<file path="src/rtl/cache_request_arbiter.sv">
// cache_request_arbiter: serialises single-word read/write requests from
// NUM_PORTS requesters onto one memory port. It supports fixed-priority or
// round-robin arbitration and an optional watchdog that turns a missing
// memory response into an error completion.
module cache_request_arbiter #(
  parameter int NUM_PORTS      = 2,
  parameter int DATA_WIDTH     = 32,
  parameter int ADDR_WIDTH     = 32,
  parameter int ARB_MODE       = 0,
  parameter int TIMEOUT_CYCLES = 0,
  localparam int ID_W          = (NUM_PORTS > 2) ? $clog2(NUM_PORTS) : 1
) (
  input  logic                            clk,
  input  logic                            reset,
  input  logic [NUM_PORTS*ADDR_WIDTH-1:0] req_address,
  input  logic [NUM_PORTS*DATA_WIDTH-1:0] req_write_data,
  input  logic [NUM_PORTS-1:0]            req_read,
  input  logic [NUM_PORTS-1:0]            req_write,
  output logic [NUM_PORTS-1:0]            rsp_valid,
  output logic                            rsp_error,
  output logic [DATA_WIDTH-1:0]           rsp_read_data,
  output logic [ID_W-1:0]                 grant_id,
  output logic                            busy,
  output logic                            memory_read_request,
  output logic                            memory_write_request,
  output logic [ADDR_WIDTH-1:0]           memory_addr,
  output logic [DATA_WIDTH-1:0]           memory_write_data,
  input  logic                            memory_response,
  input  logic [DATA_WIDTH-1:0]           memory_read_data
);

  localparam logic [0:0] S_IDLE = 1'b0;
  localparam logic [0:0] S_BUSY = 1'b1;

  // Counter only needs to reach TIMEOUT_CYCLES-1.
  localparam int             TO_W    = (TIMEOUT_CYCLES > 2) ? $clog2(TIMEOUT_CYCLES) : 1;
  localparam bit             TO_EN   = (TIMEOUT_CYCLES > 0);
  localparam logic [TO_W-1:0] TO_LAST = TO_W'((TIMEOUT_CYCLES > 0) ? TIMEOUT_CYCLES - 1 : 0);

  logic [0:0]            r_state;
  logic [NUM_PORTS-1:0]  r_rsp_valid;
  logic                  r_rsp_error;
  logic [DATA_WIDTH-1:0] r_rsp_rdata;
  logic [ID_W-1:0]       r_grant_id;
  logic [ID_W-1:0]       r_last_grant;
  logic                  r_mem_rd;
  logic                  r_mem_wr;
  logic [ADDR_WIDTH-1:0] r_mem_addr;
  logic [DATA_WIDTH-1:0] r_mem_wdata;
  logic [TO_W-1:0]       r_to_cnt;

  logic [ADDR_WIDTH-1:0] w_addr_arr  [NUM_PORTS];
  logic [DATA_WIDTH-1:0] w_wdata_arr [NUM_PORTS];
  logic [NUM_PORTS-1:0]  w_elig;
  logic [NUM_PORTS-1:0]  w_grant_onehot;
  logic [ID_W-1:0]       w_sel;
  logic                  w_any;

  // Unpack the flat per-port buses into indexable arrays.
  generate
    for (genvar gi = 0; gi < NUM_PORTS; gi++) begin : g_port
      assign w_addr_arr[gi]  = req_address[gi*ADDR_WIDTH +: ADDR_WIDTH];
      assign w_wdata_arr[gi] = req_write_data[gi*DATA_WIDTH +: DATA_WIDTH];
    end
  endgenerate

  // A port whose completion is pulsing this cycle is masked so it can drop its request.
  assign w_elig         = (req_read | req_write) & ~r_rsp_valid;
  assign w_grant_onehot = {{(NUM_PORTS-1){1'b0}}, 1'b1} << r_grant_id;

  // Choose the winning port: highest index, or first after last_grant in round-robin.
  always_comb begin
    int idx;
    idx   = 0;
    w_sel = '0;
    w_any = 1'b0;
    if (ARB_MODE == 0) begin
      for (int p = 0; p < NUM_PORTS; p++) begin
        if (w_elig[p]) begin
          w_sel = ID_W'(p);
          w_any = 1'b1;
        end
      end
    end else begin
      // Walk the search order backwards so the last hit is the nearest one.
      for (int k = NUM_PORTS; k >= 1; k--) begin
        idx = int'(r_last_grant) + k;
        if (idx >= NUM_PORTS) idx = idx - NUM_PORTS;
        if (w_elig[idx]) begin
          w_sel = ID_W'(idx);
          w_any = 1'b1;
        end
      end
    end
  end

  // Transaction FSM: grant in IDLE, hold the memory request in BUSY until response or timeout.
  always_ff @(posedge clk or negedge reset) begin
    if (!reset) begin
      r_state      <= S_IDLE;
      r_rsp_valid  <= '0;
      r_rsp_error  <= 1'b0;
      r_rsp_rdata  <= '0;
      r_grant_id   <= '0;
      r_last_grant <= ID_W'(NUM_PORTS - 1);
      r_mem_rd     <= 1'b0;
      r_mem_wr     <= 1'b0;
      r_mem_addr   <= '0;
      r_mem_wdata  <= '0;
      r_to_cnt     <= '0;
    end else begin
      r_rsp_valid <= '0;
      case (r_state)
        S_IDLE: begin
          if (w_any) begin
            r_state      <= S_BUSY;
            r_grant_id   <= w_sel;
            r_last_grant <= w_sel;
            r_mem_addr   <= w_addr_arr[w_sel];
            r_mem_wdata  <= w_wdata_arr[w_sel];
            // A port asserting both read and write is treated as a write.
            r_mem_wr     <= req_write[w_sel];
            r_mem_rd     <= ~req_write[w_sel];
            r_to_cnt     <= '0;
          end
        end
        default: begin
          if (memory_response) begin
            r_state     <= S_IDLE;
            r_mem_rd    <= 1'b0;
            r_mem_wr    <= 1'b0;
            r_rsp_valid <= w_grant_onehot;
            r_rsp_error <= 1'b0;
            r_rsp_rdata <= memory_read_data;
          end else if (TO_EN && (r_to_cnt == TO_LAST)) begin
            r_state     <= S_IDLE;
            r_mem_rd    <= 1'b0;
            r_mem_wr    <= 1'b0;
            r_rsp_valid <= w_grant_onehot;
            r_rsp_error <= 1'b1;
            r_rsp_rdata <= '0;
          end else if (TO_EN) begin
            r_to_cnt <= r_to_cnt + 1'b1;
          end
        end
      endcase
    end
  end

  assign rsp_valid            = r_rsp_valid;
  assign rsp_error            = r_rsp_error;
  assign rsp_read_data        = r_rsp_rdata;
  assign grant_id             = r_grant_id;
  assign busy                 = (r_state == S_BUSY);
  assign memory_read_request  = r_mem_rd;
  assign memory_write_request = r_mem_wr;
  assign memory_addr          = r_mem_addr;
  assign memory_write_data    = r_mem_wdata;

endmodule

</file>
<file path="config.mk">
export PLATFORM = sky130hd
export DESIGN_NAME = cache_request_arbiter
export DESIGN_NICKNAME = d
export VERILOG_FILES = /design/src/rtl/cache_request_arbiter.sv
export SDC_FILE = /design/constraint.sdc
export NUM_CORES = 1
export LEC_CHECK = 0
export BUFFER_PORTS_ARGS = -buffer_cell sky130_fd_sc_hd__buf_2
export CORE_AREA = 2 2 105 107
export CTS_BUF_LIST = sky130_fd_sc_hd__clkbuf_16
export DETAILED_ROUTE_END_ITERATION = 6
export DIE_AREA = 0 0 107 109
export GPL_TIMING_DRIVEN = 0
export PLACE_DENSITY = 0.75
export SYNTH_ARGS = -nofsm -noshare
export SYNTH_HDL_FRONTEND = slang
export SYNTH_SLANG_ARGS = --single-unit
</file>
<file path="constraint.sdc">
create_clock -name clk -period 1.7 [get_ports clk]
set_input_delay 0.17 -clock clk [delete_from_list [all_inputs] [get_ports clk]]
set_output_delay 0.17 -clock clk [all_outputs]
set_load 0.01 [all_outputs]
</file>
; Word-level counts from Yosys, hierarchy flattened
; Cells that the tools add are included.
[word_totals]
register_bits = 102
input_bits = 167
output_inout_bits = 103
word_cells = 43
[op_classes]
magnitude_cmp = 2
eq_ne = 1
shifts = 1
n_mux = 21
bitwise = 6
n_reduce_logical = 4
[ops]
columns = operator, n
row1 = 2-to-1 mux 32 bit, 6
row2 = 2-to-1 mux 1 bit, 13
row3 = AND reduction 2 bit, 3
row4 = 2-to-1 mux 2 bit, 2
row5 = bitwise AND 2 bit, 1
row6 = greater-or-equal comparator 2 bit (second input constant), 1
row7 = less-than comparator 1 x 2 -> 1 bit (second input constant), 1
row8 = inequality test 2 bit (second input constant), 1
row9 = inverter 1 bit, 2
row10 = inverter 1 -> 2 bit, 1
row11 = inverter 2 bit, 1
row12 = bitwise OR 2 bit, 1
row13 = nonzero test 2 bit, 1
row14 = left shift 1 x 1 -> 2 bit (first input constant), 1

; Logic depth before layout (Yosys ltp)
; Gate-level depths: netlist (run 1).
[logic_depth]
word_depth = 8
ltp_mapped = 6
depth_no_buf = 4

; Least setup slack after synthesis (run 1)
; OpenSTA, ideal clock, no wires.
[synth_path]
path_type = flip-flop to flip-flop
start = reg r_rsp_valid[1] (netlist: rsp_valid[1])
end = reg r_mem_addr[22] (netlist: memory_addr[22])
setup_ps = 119
arrival_ps = 1284
required_time_ps = 1581
setup_slack_ps = 297
path_stages_with_launch = 7
path_buffers = 2
cell_sequence = dfrtp_1 -> o21bai_1 -> nand2b_1 -> buf_4 -> buf_2 -> o22ai_1 -> nor2_1
[synth_via]
elab_chain_len = 7
elab_cells_between_ends = 9
[synth_rtl]
columns = item, line_no
row1 = start: declaration, 41  ; logic [NUM_PORTS-1:0] r_rsp_valid;
row2 = start signal: assignment, 132  ; r_rsp_valid <= w_grant_onehot;
row3 = start signal: assignment, 139  ; r_rsp_valid <= w_grant_onehot;
row4 = inverter 2 bit (*), 68  ; assign w_elig = (req_read | req_write) & ~r_rsp_valid;
row5 = bitwise AND 2 bit (*), 68
row6 = 2-to-1 mux 1 bit, 79  ; if (w_elig[p]) begin
row7 = inverter 1 -> 2 bit (not written as such), 119  ; r_mem_addr <= w_addr_arr[w_sel];
row8 = 2-to-1 mux 32 bit (not written as such) (3 in series), 119
row9 = end signal: assignment, 119
row10 = end: declaration, 48  ; logic [ADDR_WIDTH-1:0] r_mem_addr;
; Mark *: on every way between the ends. The rest lies on a longest branch, timed or not. The select of a mux whose other input is x is not followed.
; A chain may end at the register's enable or synchronous reset.

; Final worst setup path (run 1)
[layout_path]
start = reg r_rsp_valid[1] (netlist: rsp_valid[1])
end = reg r_mem_addr[30] (netlist: memory_addr[30])
; The elaborated chain is that of the path after synthesis.

==> metrics, run 1 <==
status=complete, no violations; Synth area leaders=dfrtp_1, nor2_1, o22ai_1; Clock Path Buffers=2; peak supply drop=0.882 mV; routed via count=3,878; Period minus WS final=1.61 ns; via/cell ratio=4.82; Worst Path Max Fanout=10; largest family of logic cells by synthesized area=simple AND/OR/NAND/NOR gates; Syn Nets=546; FF+latch area=2550 µm²; Post-Syn Area=4110 µm²; Setup CP Type=flop to flop; die width=107 µm; Tightest Pin Transition=0.696 ns; max cap viols=0; Cells after Synth=379; Worst slew margin=53.6%; area grow syn2layout=46.0%; mux cell area share after synthesis=8.77%; overall global routing resource usage=20.4%; grt peak-use layer=met2; P_leak=2.92 nW; Power Density=1840 nW/µm²; cell type with the largest total area after synthesis=dfrtp_1; die area=11,700 µm²; largest net degree at the start of global routing=54; GRT met3 Usage=4.42%; Crit. End Element=flop; Synth top area share=62.1%; gp weighted congestion=0.846; Multi-input gate area=1390 µm²; dpl ws=0.0462 ns; core footprint=10,600 µm²; EDFF count, synth=0; Initial Util=38.7%; fin. max-slew vios=0; vias in the first global route=4,030; Avg Cell Area, Syn=10.8 µm²; Top FF cell, synth=dfrtp_1; Root Driver=clkbuf_16; H-tree depth=3; CTS sink count=102; Global Route met2 Usage=36.7%; Max Clock Skew=0.00580 ns; share of cells above drive strength 1=51.6%; DRT Pass-1 Iters=4; nets=827; final hold violation count=0; Port Buf Inserts=268; DP Wirelength=9220 µm; crit start category=flop; GRT Residual Overflow=0; Async SR Flop Fraction=100%; CTS tree=done; # setup viols final=0; ANT nets after route=0; Diodes inserted=0; io pins=270; Post-Synth Simple-Gate Area=13.7%; Die Span Y=109 µm; Arr. time, crit path=1.83 ns; Detailed Route Iter0 Violations=185; Post-Synth Adder-Cell Area=0%; YS warnings=0; # rows=38; Hold Worst Slack=0.0631 ns; DRT Wirelength=11,800 µm; antenna violations before repair=0; Inserted Clock Buffers=9; Fill cells=936; first-pass GRT wire length=18,600 µm; Clk pin slew, worst setup/hold paths=0.07 ns; f_max=0.621 GHz; Post-Synth XOR/XNOR Area=0%; Synth Area in Compound Gates=11.2%; post-synthesis register bit count=102; Avg WL per Cell=14.7 µm; Seq/Total Area, Yosys=62.1%; M1 GR Usage=24.1%; unrepaired setup endpoints after global routing=false; Worst Path Required=1.92 ns; Yosys cell types=24; Worst Hold Class=input port to flop; DRC Markers=0; Tcrit/Tclk final=94.8%; worst setup margin=0.0884 ns; worst-skew pair later-pin latency=0.33 ns
## repair_timing
action	CTS	global route
gates resized for setup	0	10
hold endpoints to repair	52	0
buffers inserted	0	0
hold buffers	1	0
setup endpoints to repair	0	31
## routing by layer
metal  wire [µm]  part of all wire, %
met1        4710                   40
met2        5990                   51
met3         903                  7.7
met4         191                  1.6
met5           0                    0
## layout by cell type (no fill, tap or decap), types with 2 or more instances in the layout
cell type	netlist	routed
nor2_1	132	132
inv_1	2	3
buf_2	15	278
o22ai_1	65	65
buf_6	5	6
bufinv_16	0	2
nand2_1	6	6
buf_4	3	3
clkbuf_2	0	2
dfrtp_1	102	101
clkbuf_16	0	9
nand2b_1	2	2
mux2_2	32	32
clkbuf_4	0	4
## cell usage after synthesis, drive strengths merged, types with 2 or more instances
cell	n
buf	23
o22ai	65
nor2	132
inv	2
nand2b	2
clkbuf	2
or2	2
dfrtp	102
mux2	32
nand2	6
## state kept, by name, summed over array words and instances (netlist names)
signal and flops:
grant_id 1, memory_read_request 1, rsp_read_data 32, memory_write_request 1, rsp_valid 2, memory_addr 32, busy 1, memory_write_data 32
## where the power goes
group,internal [mW],switching (mW)
Clock,1.28,0.864
Sequential,3.56,0.576
Combinational,2.12,2.61
Total,6.96,4.05
## worst paths after layout
path / from / to / slack, ns / cells past startpoint
min in group asynchronous: reset / memory_write_data[26]$_DFFE_PN0P_ / 0.44 / 2
max reg2reg: rsp_valid[1]$_DFF_PN0_ / memory_addr[30]$_DFFE_PN0P_ / 0.09 / 6
min reg2reg: grant_id$_DFFE_PN0P_ / rsp_valid[0]$_DFF_PN0_ / 0.49 / 1
max in group asynchronous: reset / memory_write_data[7]$_DFFE_PN0P_ / 0.57 / 3
max: rsp_valid[1]$_DFF_PN0_ / memory_addr[30]$_DFFE_PN0P_ / 0.09 / 6
min: memory_read_data[22] / rsp_read_data[22]$_DFFE_PN0P_ / 0.06 / 2
## critical path, stage by stage (launching register included)
cell,delay [ns]
dfrtp_1,0.40
o21bai_1,0.22
nand2b_1,0.21
buf_4,0.21
buf_2,0.19
o22ai_1,0.21
nor2_1,0.06
## logic make-up after synthesis
kind of cell,after synthesis
simple gates,145
buf+inv,27
compound gates,72
other cells,1
mux,32
flops,102
## through the flow
step	cell area (µm²)	std cells	setup TNS (ns)	utilization, %	power [mW]
2_1_floorplan	4110	379	0	-	6.88
3_3_place_gp	5620	787	-54.28	53.0	8.72
3_5_place_dp	5650	788	0	53.3	8.96
4_1_cts	5980	805	0	56.4	11.1
5_1_grt	6000	805	0	56.5	11.9
6_report	6000	805	0	56.5	11.0
## cell type report
cell class / instances / share of cell area (%)
Sequential cell: 102 / 42.6
Multi-Input combinational cell: 250 / 23.1
Timing Repair Buffer: 270 / 23.0
Clock buffer: 9 / 3.76
Buffer: 25 / 2.96
Tap cell: 140 / 2.92
Clock inverter: 7 / 1.48
Inverter: 2 / 0.125
No activity file was read; power rests on OpenSTA's default activity.
==> run 2: changes to the inputs <==
==> constraint.sdc (replaced) <==
create_clock -name clk -period 1.7 [get_ports clk]
set_input_delay 0.34 -clock clk [delete_from_list [all_inputs] [get_ports clk]]
set_output_delay 0.34 -clock clk [all_outputs]
set_load 0.01 [all_outputs]
==> run 2 against run 1 <==
  * Combinational power about the same
  * Total power is essentially flat
  * Count of clock-buffer cells in the layout stayed put
  * Core utilization is 0.094 points lower
  * Critical endpoint unchanged
  * Largest cell class unchanged
==> metrics, run 2 (synthesized netlist as in run 1, its figures left out) <==
first-pass GRT wire length=18,500 µm; status=complete, no violations; ANT nets after route=0; # rows=38; routed via count=3,865; antenna violations before repair=0; most frequent cells in the layout=buf_2, nor2_1, dfrtp_1, o22ai_1, mux2_2; GRT Residual Overflow=0; RR Startpoint=rsp_valid[1]$_DFF_PN0_; Die Span Y=109 µm; die area=11,700 µm²; crit start category=flop; Period minus WS final=1.62 ns; Port Buf Inserts=268; Root Driver=clkbuf_16; Tightest Pin Transition=0.687 ns; Clk pin slew, worst setup/hold paths=0.07 ns; Avg WL per Cell=14.7 µm; Max Clock Skew=0.00578 ns; CTS tree=done; Setup crit start=rsp_valid[1]$_DFF_PN0_; Tot Pwr=11.0 mW; Clock Path Buffers=2; commonest non-fill, non-tap cell in the layout=buf_2; DRC Markers=0; die width=107 µm; TNS Setup=0 ns; hold buffer count at cts=0; vias in the first global route=4,022; via/cell ratio=4.81; largest net degree at the start of global routing=54; Detailed Route Iter0 Violations=180; overall global routing resource usage=20.4%; Power Density=1840 nW/µm²; Diodes inserted=0; final hold violation count=0; core footprint=10,600 µm²; Initial Util=38.7%; max cap viols=0; unrepaired setup endpoints after global routing=false; CTS sink count=102; nets=826; f_max=0.618 GHz; Setup CP Type=flop to flop; Arr. time, crit path=1.84 ns; Worst Hold Class=input port to async pin; H-tree depth=3; io pins=270; Worst slew margin=54.2%; Tcrit/Tclk final=95.2%; DRT Wirelength=11,800 µm; P_leak=2.91 nW; DRT Pass-1 Iters=4; # setup viols final=0; share of cells above drive strength 1=51.7%; area grow syn2layout=45.7%; worst-skew pair later-pin latency=0.33 ns; gp weighted congestion=0.846; Crit. End Element=flop; Inserted Clock Buffers=9; fin. max-slew vios=0; Worst Path Max Fanout=10; Worst Path Required=1.92 ns; DP Wirelength=9220 µm; peak supply drop=0.882 mV
==> run 2: changes by cell type in the layout (fill, tap and decap cells not counted) <==
cell and change:
dlygate4sd3_1 -1
==> run 2: metal layers <==
metal	up-vias	wire [µm]	share of wire [%]	GRT usage, %
met5	-	0	0	0
met1	1794	4690	40	24.1
li1	1864	-	-	-
met2	189	6000	51	36.6
met4	0	188	1.6	7.42
met3	18	914	7.8	4.48
==> run 2: cell type report <==
cell class / count / area (µm²)
repair buffers: 269 / 1370
plain buffers: 25 / 178
well taps: 140 / 175
flip-flops and latches: 102 / 2550
clock buffers: 9 / 225
clock inverters: 7 / 88.8
fillers: 937 / 4620
multi-input cells: 250 / 1390
inverters: 2 / 7.51
==> run 2: where the power goes <==
part	total (mW)	switching [mW]	leakage (nW)	internal, mW
combinational	4.73	2.61	1.63	2.11
clock	2.14	0.858	0.155	1.28
sequential	4.14	0.576	1.13	3.56
total	11.0	4.05	2.91	6.96
==> run 2: critical path, cell delays in order, from the launching register on <==
cell      delay [ns]
dfrtp_1         0.40
o21bai_1        0.22
nand2b_1        0.21
buf_4           0.21
buf_2           0.19
o22ai_1         0.21
nor2_1          0.06
==> run 2: worst paths after layout <==
kind | endpoint | slack, ns | cells after the start
min reg2reg | rsp_valid[0]$_DFF_PN0_ | 0.49 | 1
min | rsp_read_data[14]$_DFFE_PN0P_ | 0.05 | 1
max reg2reg | memory_addr[30]$_DFFE_PN0P_ | 0.08 | 6
min in group clk | rsp_read_data[22]$_DFFE_PN0P_ | 0.23 | 2
max in group asynchronous | memory_write_data[7]$_DFFE_PN0P_ | 0.97 | 2
max | memory_addr[30]$_DFFE_PN0P_ | 0.08 | 6
==> run 2: timing repair <==
item / CTS / global route
gates resized for setup: 0 / 10
setup endpoints to repair: 0 / 31
setup buffers: 0 / 0
==> run 2: per-stage QoR <==
step                hold WS (ns)  utilization (%)  instances  setup slack (ns)  cell area [µm²]
floorplan                 0.0444                -        379             0.297             4110
global placement           0.485             53.0        787            -0.710             5620
detailed placement         0.426             53.3        788           -0.0357             5650
CTS                       0.0673             56.3        804            0.0427             5970
global route              0.0877             56.5        804          0.000575             5990
finish                    0.0508             56.5        804            0.0813             5990
